### src/rtl/cfg_const_pkg.sv
// cfg_const_pkg: shared types and sizing helpers for the constant bank.
// Chain length grows by one when CFG_CONST_BANK_PARITY_EN is defined.
package cfg_const_pkg;

  typedef enum logic [1:0] {
    IDLE = 2'd0,
    LOAD = 2'd1,
    FULL = 2'd2
  } state_t;

  function automatic int chain_len(
    input int num_ch,
    input int width
  );
`ifdef CFG_CONST_BANK_PARITY_EN
    return num_ch * width + 1;
`else
    return num_ch * width;
`endif
  endfunction

  function automatic int cnt_width(input int len);
    return $clog2(len + 1);
  endfunction

endpackage

### src/rtl/cfg_shift_chain.sv
// cfg_shift_chain: serial config shadow register with a registered tail tap.
// Reusable by any block hanging off the configuration scan chain.
module cfg_shift_chain #(
  parameter int   LEN       = 8,
  parameter logic RESET_VAL = 1'b0
) (
  input  logic           clk,
  input  logic           rst,
  input  logic           en,
  input  logic           din,
  output logic [LEN-1:0] q,
  output logic           tail
);

  logic [LEN-1:0] nxt;

  if (LEN == 1) begin : g_one
    assign nxt = din;
  end else begin : g_many
    assign nxt = {q[LEN-2:0], din};
  end

  always_ff @(posedge clk or posedge rst) begin
    if (rst) begin
      q    <= {LEN{RESET_VAL}};
      tail <= RESET_VAL;
    end else begin
      if (en) q <= nxt;
      // tail trails the MSB by one cycle so it can feed the next block
      tail <= q[LEN-1];
    end
  end

endmodule

### src/rtl/cfg_const_bank.sv
// cfg_const_bank: scan-loaded bank of NUM_CH x WIDTH tie-off constants.
// Define CFG_CONST_BANK_PARITY_EN to add an even-parity LSB to the chain.
module cfg_const_bank
  import cfg_const_pkg::*;
#(
  parameter int   NUM_CH    = 4,
  parameter int   WIDTH     = 2,
  parameter logic RESET_VAL = 1'b0
) (
  input  logic                    prog_clk,
  input  logic                    pReset,
  input  logic                    config_enable,
  input  logic                    ccff_head,
  output logic                    ccff_tail,
  input  logic                    commit,
  output logic [NUM_CH*WIDTH-1:0] const_out,
  output logic                    cfg_full,
  output logic                    cfg_err
);

  localparam int N  = NUM_CH * WIDTH;
  localparam int L  = chain_len(NUM_CH, WIDTH);
  localparam int CW = cnt_width(L);
  localparam logic [CW-1:0] LMAX = CW'(L);

  state_t         state;
  logic [CW-1:0]  count;
  logic [L-1:0]   shadow;
  logic [N-1:0]   shadow_data;
  logic           par_ok;
  logic           accept;
  logic           reject;

  cfg_shift_chain #(
    .LEN       (L),
    .RESET_VAL (RESET_VAL)
  ) u_chain (
    .clk  (prog_clk),
    .rst  (pReset),
    .en   (config_enable),
    .din  (ccff_head),
    .q    (shadow),
    .tail (ccff_tail)
  );

`ifdef CFG_CONST_BANK_PARITY_EN
  assign par_ok      = ~^shadow;
  assign shadow_data = shadow[L-1:1];
`else
  assign par_ok      = 1'b1;
  assign shadow_data = shadow;
`endif

  assign accept = commit & ~config_enable
                & (state == FULL) & par_ok;
  assign reject = commit & ~accept;

  always_ff @(posedge prog_clk or posedge pReset) begin
    if (pReset) begin
      state     <= IDLE;
      count     <= '0;
      cfg_full  <= 1'b0;
      cfg_err   <= 1'b0;
      const_out <= {N{RESET_VAL}};
    end else begin
      if (reject) cfg_err <= 1'b1;
      if (accept) begin
        const_out <= shadow_data;
        count     <= '0;
        state     <= IDLE;
        cfg_full  <= 1'b0;
      end else if (config_enable) begin
        unique case (state)
          IDLE: begin
            count    <= CW'(1);
            state    <= (L == 1) ? FULL : LOAD;
            cfg_full <= (L == 1);
          end
          LOAD: begin
            count <= count + 1'b1;
            if (count == LMAX - 1'b1) begin
              state    <= FULL;
              cfg_full <= 1'b1;
            end
          end
          FULL: count <= LMAX;
          default: begin
            state    <= IDLE;
            count    <= '0;
            cfg_full <= 1'b0;
          end
        endcase
      end
    end
  end

endmodule

### config.mk
export PLATFORM = sky130hd
export DESIGN_NAME = cfg_const_bank
export DESIGN_NICKNAME = d
export VERILOG_FILES = /design/src/rtl/cfg_const_pkg.sv /design/src/rtl/cfg_shift_chain.sv /design/src/rtl/cfg_const_bank.sv
export SDC_FILE = /design/constraint.sdc
export NUM_CORES = 1
export LEC_CHECK = 0
export BUFFER_PORTS_ARGS = -buffer_cell sky130_fd_sc_hd__buf_2
export CAP_MARGIN = 40
export CORE_AREA = 2 2 46 48
export CTS_BUF_LIST = sky130_fd_sc_hd__clkbuf_8
export DETAILED_ROUTE_END_ITERATION = 10
export DIE_AREA = 0 0 48 50
export PLACE_DENSITY = 0.79
export SKIP_CTS_REPAIR_TIMING = 1
export SYNTH_ARGS = -nofsm -noshare
export SYNTH_HDL_FRONTEND = slang
export SYNTH_SLANG_ARGS = --single-unit
### constraint.sdc
create_clock -name prog_clk -period 4.2 [get_ports prog_clk]
set_input_delay 0.63 -clock prog_clk [delete_from_list [all_inputs] [get_ports prog_clk]]
set_output_delay 0.63 -clock prog_clk [all_outputs]
set_load 0.05 [all_outputs]
## After elaboration in Yosys (flattened, before gate mapping)

Cells that the tools add are included.

| cells by class | value |
|---|---|
| bitwise operators | 5 |
| muxes and demuxes | 11 |
| reductions and logical operators | 3 |
| add/subtract/negate cells | 1 |
| eq/ne operators | 5 |

Operator list:

| operator | number |
|---|---|
| 4-bit case mux with 3 select lines | 1 |
| 4-bit 2-to-1 mux | 2 |
| 2-bit 2-to-1 mux | 3 |
| 2-bit case mux with 3 select lines | 1 |
| 4-bit by 1-bit adder with 4-bit output, second input constant | 1 |
| 4-bit by 3-bit equality test with 1-bit output, second input constant | 1 |
| 1-bit AND | 3 |
| 1-bit 2-to-1 mux | 3 |
| 3-bit != test, second input constant | 1 |
| 3-bit AND reduction | 1 |
| 2-bit by 1-bit equality test with 1-bit output, second input constant | 1 |
| 2-bit equality test, second input constant | 1 |
| 2-bit zero test | 1 |
| 2-bit != test, second input constant | 1 |
| 1-bit inverter | 2 |
| 1-bit case mux with 2 select lines | 1 |
| 2-bit nonzero test | 1 |

| storage, ports and cells | value |
|---|---|
| input bits | 5 |
| word-level logic and storage cells | 32 |
| bits in registers | 25 |
| output and inout port bits | 11 |

## Depth between registers and ports, before layout

| depth | value |
|---|---|
| depth after elaboration | 5 |
| mapped depth | 5 |
| depth with buffers taken out | 4 |

## Hierarchy

A second synthesis with hierarchy kept.

| second synthesis, totals | value |
|---|---|
| cells, all modules | 76 |
| area, all modules | 1,107.3 um2 |

Modules (own cells, without submodules):

| module | area each (um2) | cells each | times used | seq. area each (um2) |
|---|---|---|---|---|
| cfg_const_bank | 747.0 | 57 | 1 | 375.4 |
| cfg_shift_chain | 360.3 | 19 | 1 | 225.2 |

## Least setup slack after synthesis

OpenSTA, ideal clock, no wires.

| path | value |
|---|---|
| kind | input port to flip-flop |
| start | input port config_enable |
| end | register const_out[0] |
| arrival time | 1.529 ns |
| stages | 4 |
| path buffers | 2 |
| slack | 2.543 ns |
| library setup time | 0.127 ns |
| data required time | 4.073 ns |
| cells stage by stage | buf_4 > nor4bb_4 > buf_6 > mux2_1 |

| on the way | value |
|---|---|
| longest elaborated chain between the ends | 3 |

Ends and longest elaborated chain:

| element | RTL line | source |
|---|---|---|
| from (decl) | cfg_const_bank.sv:12 | `input logic config_enable,` |
| 1-bit inverter | cfg_const_bank.sv:54 | `assign accept = commit & ~config_enable` |
| 1-bit AND | cfg_const_bank.sv:54 |  |
| 1-bit AND | cfg_const_bank.sv:55 | `& (state == FULL) & par_ok;` |
| to (signal assigned) | cfg_const_bank.sv:64 | `const_out <= {N{RESET_VAL}};` |
| to (signal assigned) | cfg_const_bank.sv:68 | `const_out <= shadow_data;` |
| to (decl) | cfg_const_bank.sv:16 | `output logic [NUM_CH*WIDTH-1:0] const_out,` |

No other way between the ends.
A chain may end at the register's enable or synchronous reset.

## Worst setup path in the final report

| path | value |
|---|---|
| start | input port config_enable |
| end | register const_out[7] |

The elaborated chain is that of the path after synthesis.

==> results.md <==
| Step | Metric | Reported |
| --- | --- | --- |
| run status | Outcome | complete, no violations |
| clock tree | Worst skew pair latency | 260 ps |
| detailed routing | Wire per inst | 14.0 um |
| global routing | Antenna violations before repair | 0 |
| global routing | Total gr overflow | 0 |
| global routing | Combined global-route utilization of all metal layers | 17.7% |
| power | Seq pwr share | 43.8% |
| layout | Antenna Cells | 0 |
| timing | Worst slew pin tran | 671 ps |
| synth | Share of flip-flops with an asynchronous set or reset after synthesis | 100% |
| die | Number of ports placed on the die boundary | 16 |
| setup path | Critical Path Fanout Max | 17 |
| min path | Min-Delay Path Class | primary input to async pin |
| timing | Setup repair after global routing missed its margin | false |
| synth | Post-synthesis cell count | 79 |
| setup path | Category of the most critical setup path | primary input to flop |
| die | Cell Rows | 16 |
| die | Area of the core | 0.00190 mm^2 |
| placed design | Number of cells after detailed placement | 117 |
| placed design | Number of port buffers | 15 |
| synth | Post-synthesis average cell area | 13.4 um^2 |
| global routing | First-pass GRT wire length | 2970 um |
| die | Initial Util | 55.7% |
| power | Sw Share | 41.6% |
| setup path | Critical path startpoint category | primary input |
| flow run | Max-Cap Viols | 0 |
| die | Horiz. Die Dim | 48 um |
| clock tree | Clock Sink Count | 24 |
| synth | Nets in the synthesized netlist | 85 |
| placed design | Detail Placement HPWL | 1210 um |
| synth | Number of synthesized flops with an enable pin | 0 |
| timing | Worst relative slew slack | 55.2% |
| layout | Post-route insts no fill | 121 |
| setup path | Reg2Reg Setup Slack | 2520 ps |
| layout | Layout cell share with drive strength beyond 1 | 34.0% |
| synth | Count of unique library cells instantiated by Yosys | 28 |
| detailed routing | Total number of vias | 648 |
| layout | Final layout net count | 101 |
| clock tree | Buffer type at the clock tree root | clkbuf_8 |
| synth | Warnings, synthesis | 0 |
| clock tree | Number of buffers between clock root and the deepest sink | 2 |
| die | Die Ht | 50 um |
| layout | Post-route cell area | 0.00120 mm^2 |
| clock tree | Depth of the CTS H-tree | 1 |
| synth | Number of register bits inferred by synthesis | 24 |
| synth | Top FF cell, synth | dfrtp_1 |
| placed design | RePlAce Congestion | 0.832 |
| setup path | Crit end category | flop |
| clock tree | CTS tree | done |
| detailed routing | Vias per inst | 5.36 |
| timing | Final slew viol count | 0 |
| placed design | Cell area after placement | 0.00115 mm^2 |
| global routing | Via count of the first global-routing pass | 690 |
| timing | Sum of negative setup slack | 0 ps |
| global routing | Pin count of the biggest net entering global routing | 18 |
| detailed routing | Number of search-and-repair iterations in the first detailed-routing pass | 4 |
| die | Die area | 0.00240 mm^2 |
| detailed routing | Iteration-0 DRC Markers | 5 |
| power | Fraction of power consumed by the clock network | 17.9% |
| timing | Top achievable clock speed | 560 MHz |
| power | Cell-internal power | 0.493 mW |
| synth | Sequential cell area fraction in the yosys report | 56.7% |
| timing | Final hold viol count | 0 |
| power | Worst ir drop on vdd | 0.548 mV |
| timing | Min Clock Period, post-route | 1780 ps |
| power | Comb pwr share | 38.3% |
| setup path | Data required time at the worst endpoint | 4340 ps |
| layout | Most frequent standard cell in the layout excluding fill and tap cells | dfrtp_1 |
| timing | Period Utilization, post-route | 42.5% |
| power | Ratio of total power to cell area | 700 mW/mm^2 |
| detailed routing | Aggregate routed wire length | 1690 um |
| power | Leakage power | 0.558 nW |
| layout | Synth-to-layout area growth | 13.7% |
| detailed routing | Number of nets with antenna violations after routing | 0 |
| timing | Maximum clock skew at final layout | 2.71 ps |
| clock tree | Clock transition at the register clock pins on the worst setup and hold paths after CTS | 80 ps |
| setup path | CP arrival | 1930 ps |
| timing | Final setup violation count | 0 |
| layout | Most frequent cells in the layout | dfrtp_1 (24), buf_2 (15), mux2_2 (9) |
| power | Switching power total | 0.351 mW |
| clock tree | TritonCTS Buffers | 3 |
| synth | Cell area after synthesis | 0.00106 mm^2 |
| detailed routing | Detailed-route DRC error count | 0 |
==> sequential cells by signal (all words and copies together), names as in the netlist <==
register      count
u_chain.tail      1
u_chain.q         8
cfg_err           1
count             4
cfg_full          1
const_out         8
state             1
==> path summary, 6_finish.rpt <==
path                       cells after the start           from      endpoint
max                                            3  config_enable  const_out[7]
min                                            2         pReset      count[2]
max reg2reg                                    2       state[0]  const_out[7]
min reg2reg                                    0   u_chain.q[7]  u_chain.tail
max in group asynchronous                      3         pReset      state[0]
min in group prog_clk                          0   u_chain.q[7]  u_chain.tail
==> cells in the mapped netlist (2+ instances only) <==
library cell / instances / area share (%)
dfrtp_1: 24 / 57
mux2_2: 9 / 9.6
mux2_1: 8 / 8.5
inv_1: 5 / 1.8
nand3_1: 4 / 1.9
buf_6: 3 / 3.2
a21oi_1: 2 / 0.94
a31oi_1: 2 / 1.2
nand2b_1: 2 / 1.2
nor2_1: 2 / 0.71
==> power by group through the flow <==
stage / clock (mW) / sequential, mW / combinational [mW]
2_1_floorplan: 0 / 0.511 / 0.115
3_3_place_gp: 0 / 0.370 / 0.315
3_5_place_dp: 0 / 0.372 / 0.325
4_1_cts: 0.156 / 0.369 / 0.327
5_1_grt: 0.165 / 0.383 / 0.344
6_report: 0.151 / 0.370 / 0.323
==> critical path, stage by stage <==
cell and delay, ps:
buf_2 220, nor4bb_4 680, mux2_1 390
==> layout make-up <==
| type | instances | area, um^2 |
|---|---|---|
| clock buffer | 4 | 55.1 |
| multi-input combinational | 44 | 390 |
| fill | 150 | 697 |
| tap | 27 | 33.8 |
| inverter | 6 | 22.5 |
| sequential | 24 | 601 |
| timing repair buffer | 16 | 103 |
==> per-layer routing <==
layer	vias up	part of all wire [%]	GRT usage (%)
li1	317	-	-
met1	318	45	23.2
met2	11	51	27.1
met3	2	3.1	4.40
met4	0	0.83	7.66
met5	-	0	0
==> cell families (layout without fill, tap and decap cells) <==
kind of cell,count (synthesis),count (layout),synth area share [%]
compound gates,12,12,8.03
flops,24,24,56.7
buf+inv,11,26,6.49
mux,17,17,18.1
simple gates,14,14,9.56
fa+ha+maj,1,1,1.18
==> per-stage QoR <==
step / utilization [%] / setup WS [ps] / total power, mW / hold WS [ps]
detailed placement: 60.5 / 2110 / 0.697 / 390
finish: 63.4 / 2420 / 0.843 / 330
CTS: 63.4 / 2390 / 0.852 / 334
floorplan: - / 2540 / 0.626 / 367
global route: 63.4 / 2340 / 0.892 / 343
global placement: 59.0 / 2160 / 0.685 / 398
Note: power is estimated with default switching activity, not from simulation.
